## src/rtl/huff_bit_packer_if.sv

```systemverilog
// huff_bit_packer_if
//   Handshake bundle between a Huffman code producer, the bit packer and the
//   word consumer.
//   master : code producer / word consumer side (drives codes, flush, out_ready)
//   slave  : the packer (drives in_ready, output word, status)
//   Signals:
//     in_valid/in_ready      code handshake
//     code_value/code_mask   code bits, low-aligned contiguous mask
//     flush                  drain request
//     out_valid/out_ready    word handshake
//     out_data/out_nbits     packed word (oldest bit in MSB), valid bit count
//     out_last               final word of a flush
//     flush_done             one-cycle flush completion pulse
//     total_bits             running count of accepted code bits
interface huff_bit_packer_if #(
    parameter int WORD_W     = 16,
    parameter int MAX_CODE_W = 15
);
    localparam int NB_W = $clog2(WORD_W + 1);

    logic                  in_valid;
    logic                  in_ready;
    logic [MAX_CODE_W-1:0] code_value;
    logic [MAX_CODE_W-1:0] code_mask;
    logic                  flush;
    logic                  out_valid;
    logic                  out_ready;
    logic [WORD_W-1:0]     out_data;
    logic [NB_W-1:0]       out_nbits;
    logic                  out_last;
    logic                  flush_done;
    logic [31:0]           total_bits;

    modport master (
        output in_valid, code_value, code_mask, flush, out_ready,
        input  in_ready, out_valid, out_data, out_nbits, out_last,
               flush_done, total_bits
    );

    modport slave (
        input  in_valid, code_value, code_mask, flush, out_ready,
        output in_ready, out_valid, out_data, out_nbits, out_last,
               flush_done, total_bits
    );
endinterface

```

## src/rtl/huff_bit_packer.sv

```systemverilog
// huff_bit_packer
//   Concatenates variable-length Huffman codes MSB-first into a continuous
//   bitstream and emits fixed WORD_W-bit words. A flush drains the trailing
//   partial word (zero padded, out_last=1) and pulses flush_done.
//   Ports:
//     clk    single clock, rising edge
//     rst_n  synchronous active-low reset
//     bus    huff_bit_packer_if.slave (code in, word out, status)
module huff_bit_packer #(
    parameter int WORD_W     = 16,
    parameter int MAX_CODE_W = 15
) (
    input  logic               clk,
    input  logic               rst_n,
    huff_bit_packer_if.slave   bus
);
    localparam int ACC_W  = WORD_W + MAX_CODE_W - 1;
    localparam int FILL_W = $clog2(ACC_W + 1);
    localparam int NB_W   = $clog2(WORD_W + 1);
    localparam int LEN_W  = $clog2(MAX_CODE_W + 1);

    localparam logic [1:0] RUN   = 2'd0;
    localparam logic [1:0] FLUSH = 2'd1;
    localparam logic [1:0] DONE  = 2'd2;

    logic [ACC_W-1:0]  acc;
    logic [FILL_W-1:0] fill;
    logic [1:0]        state;
    logic [31:0]       total;

    logic [LEN_W-1:0]  len;
    logic [ACC_W-1:0]  code_ext;
    logic [FILL_W-1:0] shamt;
    logic              accept;
    logic              pop;

    // Code length is the popcount of the (contiguous) mask.
    always_comb begin
        len = '0;
        for (int i = 0; i < MAX_CODE_W; i++)
            len = len + LEN_W'(bus.code_mask[i]);
    end

    // Masking drops value bits above len. The code is shifted so that its top
    // bit lands just below the current fill. Accept only happens with
    // fill < WORD_W, so shamt cannot go negative.
    assign code_ext = ACC_W'(bus.code_value & bus.code_mask);
    assign shamt    = FILL_W'(ACC_W) - fill - FILL_W'(len);

    assign bus.in_ready   = (state == RUN) && (fill < FILL_W'(WORD_W));
    assign bus.out_valid  = (fill >= FILL_W'(WORD_W)) || ((state == FLUSH) && (fill != '0));
    assign bus.out_data   = acc[ACC_W-1 -: WORD_W];
    assign bus.out_nbits  = (fill >= FILL_W'(WORD_W)) ? NB_W'(WORD_W) : NB_W'(fill);
    assign bus.out_last   = (state == FLUSH) && (fill <= FILL_W'(WORD_W)) && bus.out_valid;
    assign bus.flush_done = (state == DONE);
    assign bus.total_bits = total;

    assign accept = bus.in_valid && bus.in_ready;
    assign pop    = bus.out_valid && bus.out_ready;

    always_ff @(posedge clk) begin
        if (!rst_n) begin
            acc   <= '0;
            fill  <= '0;
            state <= RUN;
            total <= '0;
        end else begin
            // Accept needs fill < WORD_W and no flush in progress; pop needs
            // fill >= WORD_W or FLUSH. The two never coincide.
            if (accept) begin
                acc   <= acc | (code_ext << shamt);
                fill  <= fill + FILL_W'(len);
                total <= total + 32'(len);
            end else if (pop) begin
                acc  <= acc << WORD_W;
                fill <= fill - FILL_W'(bus.out_nbits);
            end

            case (state)
                RUN:     if (bus.flush) state <= FLUSH;
                // Empty buffer finishes at once; otherwise leave on the last pop.
                FLUSH:   if ((fill == '0) || (pop && bus.out_last)) state <= DONE;
                DONE:    state <= RUN;
                default: state <= RUN;
            endcase
        end
    end
endmodule

```

## src/flat_wrapper.sv

```systemverilog
// flat-port wrapper written by rule: the top's interface ports become plain ports
module huff_bit_packer_flat 
#(
    parameter int WORD_W     = 16,
    parameter int MAX_CODE_W = 15
)
  (clk, rst_n, bus_in_valid, bus_code_value, bus_code_mask, bus_flush, bus_out_ready, bus_in_ready, bus_out_valid, bus_out_data, bus_out_nbits, bus_out_last, bus_flush_done, bus_total_bits);
  huff_bit_packer_if #(.WORD_W(WORD_W), .MAX_CODE_W(MAX_CODE_W)) bus_i ();
  input  logic clk;
  input  logic rst_n;
  input wire logic [$bits(bus_i.in_valid)-1:0] bus_in_valid;
  input wire logic [$bits(bus_i.code_value)-1:0] bus_code_value;
  input wire logic [$bits(bus_i.code_mask)-1:0] bus_code_mask;
  input wire logic [$bits(bus_i.flush)-1:0] bus_flush;
  input wire logic [$bits(bus_i.out_ready)-1:0] bus_out_ready;
  output wire logic [$bits(bus_i.in_ready)-1:0] bus_in_ready;
  output wire logic [$bits(bus_i.out_valid)-1:0] bus_out_valid;
  output wire logic [$bits(bus_i.out_data)-1:0] bus_out_data;
  output wire logic [$bits(bus_i.out_nbits)-1:0] bus_out_nbits;
  output wire logic [$bits(bus_i.out_last)-1:0] bus_out_last;
  output wire logic [$bits(bus_i.flush_done)-1:0] bus_flush_done;
  output wire logic [$bits(bus_i.total_bits)-1:0] bus_total_bits;
  assign bus_i.in_valid = bus_in_valid;
  assign bus_i.code_value = bus_code_value;
  assign bus_i.code_mask = bus_code_mask;
  assign bus_i.flush = bus_flush;
  assign bus_i.out_ready = bus_out_ready;
  assign bus_in_ready = bus_i.in_ready;
  assign bus_out_valid = bus_i.out_valid;
  assign bus_out_data = bus_i.out_data;
  assign bus_out_nbits = bus_i.out_nbits;
  assign bus_out_last = bus_i.out_last;
  assign bus_flush_done = bus_i.flush_done;
  assign bus_total_bits = bus_i.total_bits;
  huff_bit_packer #(.WORD_W(WORD_W), .MAX_CODE_W(MAX_CODE_W)) u_core (.clk(clk), .rst_n(rst_n), .bus(bus_i));
endmodule
```

## config.mk

```make
export PLATFORM = sky130hd
export DESIGN_NAME = huff_bit_packer_flat
export DESIGN_NICKNAME = d
export VERILOG_FILES = /design/src/rtl/huff_bit_packer_if.sv /design/src/rtl/huff_bit_packer.sv /design/src/flat_wrapper.sv
export SDC_FILE = /design/constraint.sdc
export NUM_CORES = 1
export LEC_CHECK = 0
export CAP_MARGIN = 20
export CELL_PAD_IN_SITES_DETAIL_PLACEMENT = 0
export CELL_PAD_IN_SITES_GLOBAL_PLACEMENT = 1
export CORE_MARGIN = 2
export CORE_UTILIZATION = 35
export DETAILED_ROUTE_END_ITERATION = 10
export PLACE_DENSITY = 0.85
export REMOVE_ABC_BUFFERS = 1
export SLEW_MARGIN = 40
export SYNTH_ARGS = -nofsm -noshare
export SYNTH_HDL_FRONTEND = slang
export SYNTH_SLANG_ARGS = --single-unit
```

## constraint.sdc

```tcl
create_clock -name clk -period 5.5 [get_ports clk]
set_input_delay 0.55 -clock clk [delete_from_list [all_inputs] [get_ports clk]]
set_output_delay 0.55 -clock clk [all_outputs]
set_load 0.01 [all_outputs]
```

==> results.sh <==
export IMPL_cts_sinks=69
export IMPL_synthArstFlopShare=0
export IMPL_rsz0062_at_grt="true"
export IMPL_cts_tree="built"
export IMPL_diodes=0
export IMPL_hold_buffers=0
export IMPL_cts_root_buf="clkbuf_16"
export IMPL_synth_avg_cell_area_um2=8.30
export IMPL_drt_iter0_markers=323
export IMPL_viasPerCell=5.31
export IMPL_hp_start="u_core.acc[14]"
export IMPL_grt_pass1_vias=4663
export IMPL_r2r_cells=12
export IMPL_hp_class="register to register"
export IMPL_synth_cell_types=63
export IMPL_route_detailed_drc=0
export IMPL_hold_depth=2
export IMPL_firstDrtPassIters=5
export IMPL_seq_area_frac_synth=0.286
export IMPL_min_to="u_core.acc[14]"
export IMPL_grt_usage=0.198
export IMPL_grt_pass1_wl_um=23200
export IMPL_required_ns=5.72
export IMPL_violations="setup timing"
export IMPL_drive_above_1_share=0.213
export IMPL_syn_inst=581
export IMPL_ant_nets=0
export IMPL_die_h_um=121
export IMPL_rrSetupSlack_ns=2.48
export IMPL_rr_startpoint="u_core.fill[4]"
export IMPL_cts_max_level=3
export IMPL_critical_path_class="input pin to register"
export IMPL_gp_congestion=0.949
export IMPL_die_area_um2=14700
export IMPL_path_max_fanout=7
export IMPL_status="finished with violations"
export IMPL_io_pin_count=92
export IMPL_initial_core_util=0.361
export IMPL_syn2layout_area_growth_pct=42.0
export IMPL_yosysMostFrequentCell="dfxtp_1"
export IMPL_clock_skew_ns=0.00902
export IMPL_clockBufferDepth=2
export IMPL_synth_area_um2=4820
export IMPL_r2r_end="u_core.fill[4]"
export IMPL_overflow=0
export IMPL_portBuffers=91
export IMPL_synthTopCellsByArea="dfxtp_1 29%, ha_1 5.2%, fa_1 5.0%"
export IMPL_wl_per_cell_um=16.1
export IMPL_routed_wl_um=14500
export IMPL_startpoint_type="input pin"
export IMPL_final_util=0.513
export IMPL_fin_crit_ns=5.53
export IMPL_grt_max_degree=40
export IMPL_slew_headroom=0.457
export IMPL_grt_antenna_before_repair=0
export IMPL_synth_edf_count=0
export IMPL_synth_commonest_cells="69 x dfxtp_1, 63 x nor2_1, 60 x nand2_1, 38 x a21oi_1, 35 x inv_1"
export IMPL_synth_seq_cells=69
export IMPL_yosysWarnings=0
export IMPL_setup_viol=3
export IMPL_dp_hpwl_um=10700
export IMPL_insertion_delay_ns=0.33
export IMPL_worstPathArrival_ns=5.74
export IMPL_num_rows=42
export IMPL_clk_pin_slew_worst_paths_ns=0.06
export IMPL_drv_cap=0
export IMPL_core_area_um2=13300
export IMPL_layout_nets=789
export IMPL_hold_violations=0
export IMPL_dieWidth_um=121
export IMPL_yosys_area_top_type_share=0.286
export IMPL_synth_ff_type="dfxtp_1"
export IMPL_fmax_mhz=181
export IMPL_synth_top_cell_by_area="dfxtp_1"
export IMPL_fin_crit_sh=1.00
export IMPL_tightestPinTransition_ns=0.815
export IMPL_num_vias=4795
export IMPL_cts_buffers=9
export IMPL_final_max_slew_viol_count=0
export IMPL_fin_ws_ns=-0.0255
export IMPL_crit_path_end_kind="register"
[timing repair]
item,CTS,global route
setup buffers,5,4
pin swaps,19,10
gates resized for setup,44,19
endpoints found under the setup margin,57,43
hold endpoints to repair,0,0
[per-stage QoR]
stage	setup WS, ns	cells	cell area (um2)	hold slack [ns]	setup TNS (ns)
6_report	-0.0255	903	6850	0.451	-0.0533
5_1_grt	-0.220	903	6850	0.482	-2.86
4_1_cts	-0.0660	900	6750	0.465	-0.205
3_5_place_dp	-1.09	879	6290	0.451	-41.04
3_3_place_gp	-0.877	879	6290	0.442	-32.80
2_1_floorplan	-0.778	537	4570	0.425	-12.98
[sequential cells by signal, summed over array words and instances (netlist names)]
register	flops
u_core.state	2
u_core.acc	30
u_core.bus.total_bits	32
u_core.fill	5
[placed cells by master, fill, tap and decap left out, types with 7 or more instances in the layout]
cell,count
o21ai_0,27
a21oi_1,35
o21ai_1,7
mux2i_1,7
dfxtp_1,69
or3_1,12
ha_1,18
clkbuf_16,9
nand3_1,22
o211ai_1,10
clkdlybuf4s50_1,84
fa_1,10
nand4_1,7
nor3_1,9
nand2_1,57
nor2_1,62
xnor2_1,17
buf_4,82
xor2_1,22
mux4_2,11
inv_1,31
[per-layer routing]
layer / share of wire / GRT usage / wire length [um]
met1: 0.43 / 0.253 / 6260
met2: 0.49 / 0.343 / 7180
met3: 0.060 / 0.0461 / 867
met4: 0.014 / 0.0402 / 206
met5: 0 / 0 / 0
[critical path, cell delays in order]
cell,delay (ns)
buf_8,0.10
ha_4,0.25
inv_2,0.03
fa_1,0.51
inv_2,0.05
fa_1,0.46
fa_1,0.50
inv_1,0.05
fa_1,0.44
inv_1,0.07
ha_2,0.18
inv_2,0.04
fa_1,0.53
inv_2,0.06
fa_2,0.37
xor2_1,0.17
buf_4,0.19
buf_4,0.13
mux4_2,0.52
mux2_4,0.30
a22oi_2,0.17
a21oi_1,0.08
[final cells by class]
class                   count  area [um2]
clock buffers               9         225
clock inverters             7         128
fillers                  1288        6500
inverters                  35         131
multi-input cells         433        3220
flip-flops and latches     69        1380
well taps                 176         220
repair buffers            174        1550
[cell families (layout without fill, tap and decap cells)]
group	after synthesis	in the layout	synth area share
mux	26	26	0.0872
buf+inv	79	225	0.0791
xor+xnor	40	40	0.0727
flops	69	69	0.286
fa+ha+maj	33	33	0.104
simple gates	211	211	0.213
compound gates	123	123	0.157
[worst max path at each step]
stage | endpoint | slack, ns | startpoint
after floorplan | u_core.acc[27] | -0.78 | bus_code_mask[0]
after global placement | u_core.acc[26] | -0.88 | bus_code_mask[0]
after detailed placement | u_core.acc[27] | -1.09 | bus_code_mask[0]
after CTS | u_core.acc[27] | -0.07 | bus_code_mask[0]
after global routing | u_core.acc[27] | -0.22 | bus_code_mask[0]
final | u_core.acc[26] | -0.03 | bus_code_mask[0]
Power of run 1 is left out: the tool's default activity adds up to more than one toggle a clock period on the data nets, which glitch-free logic cannot reach.
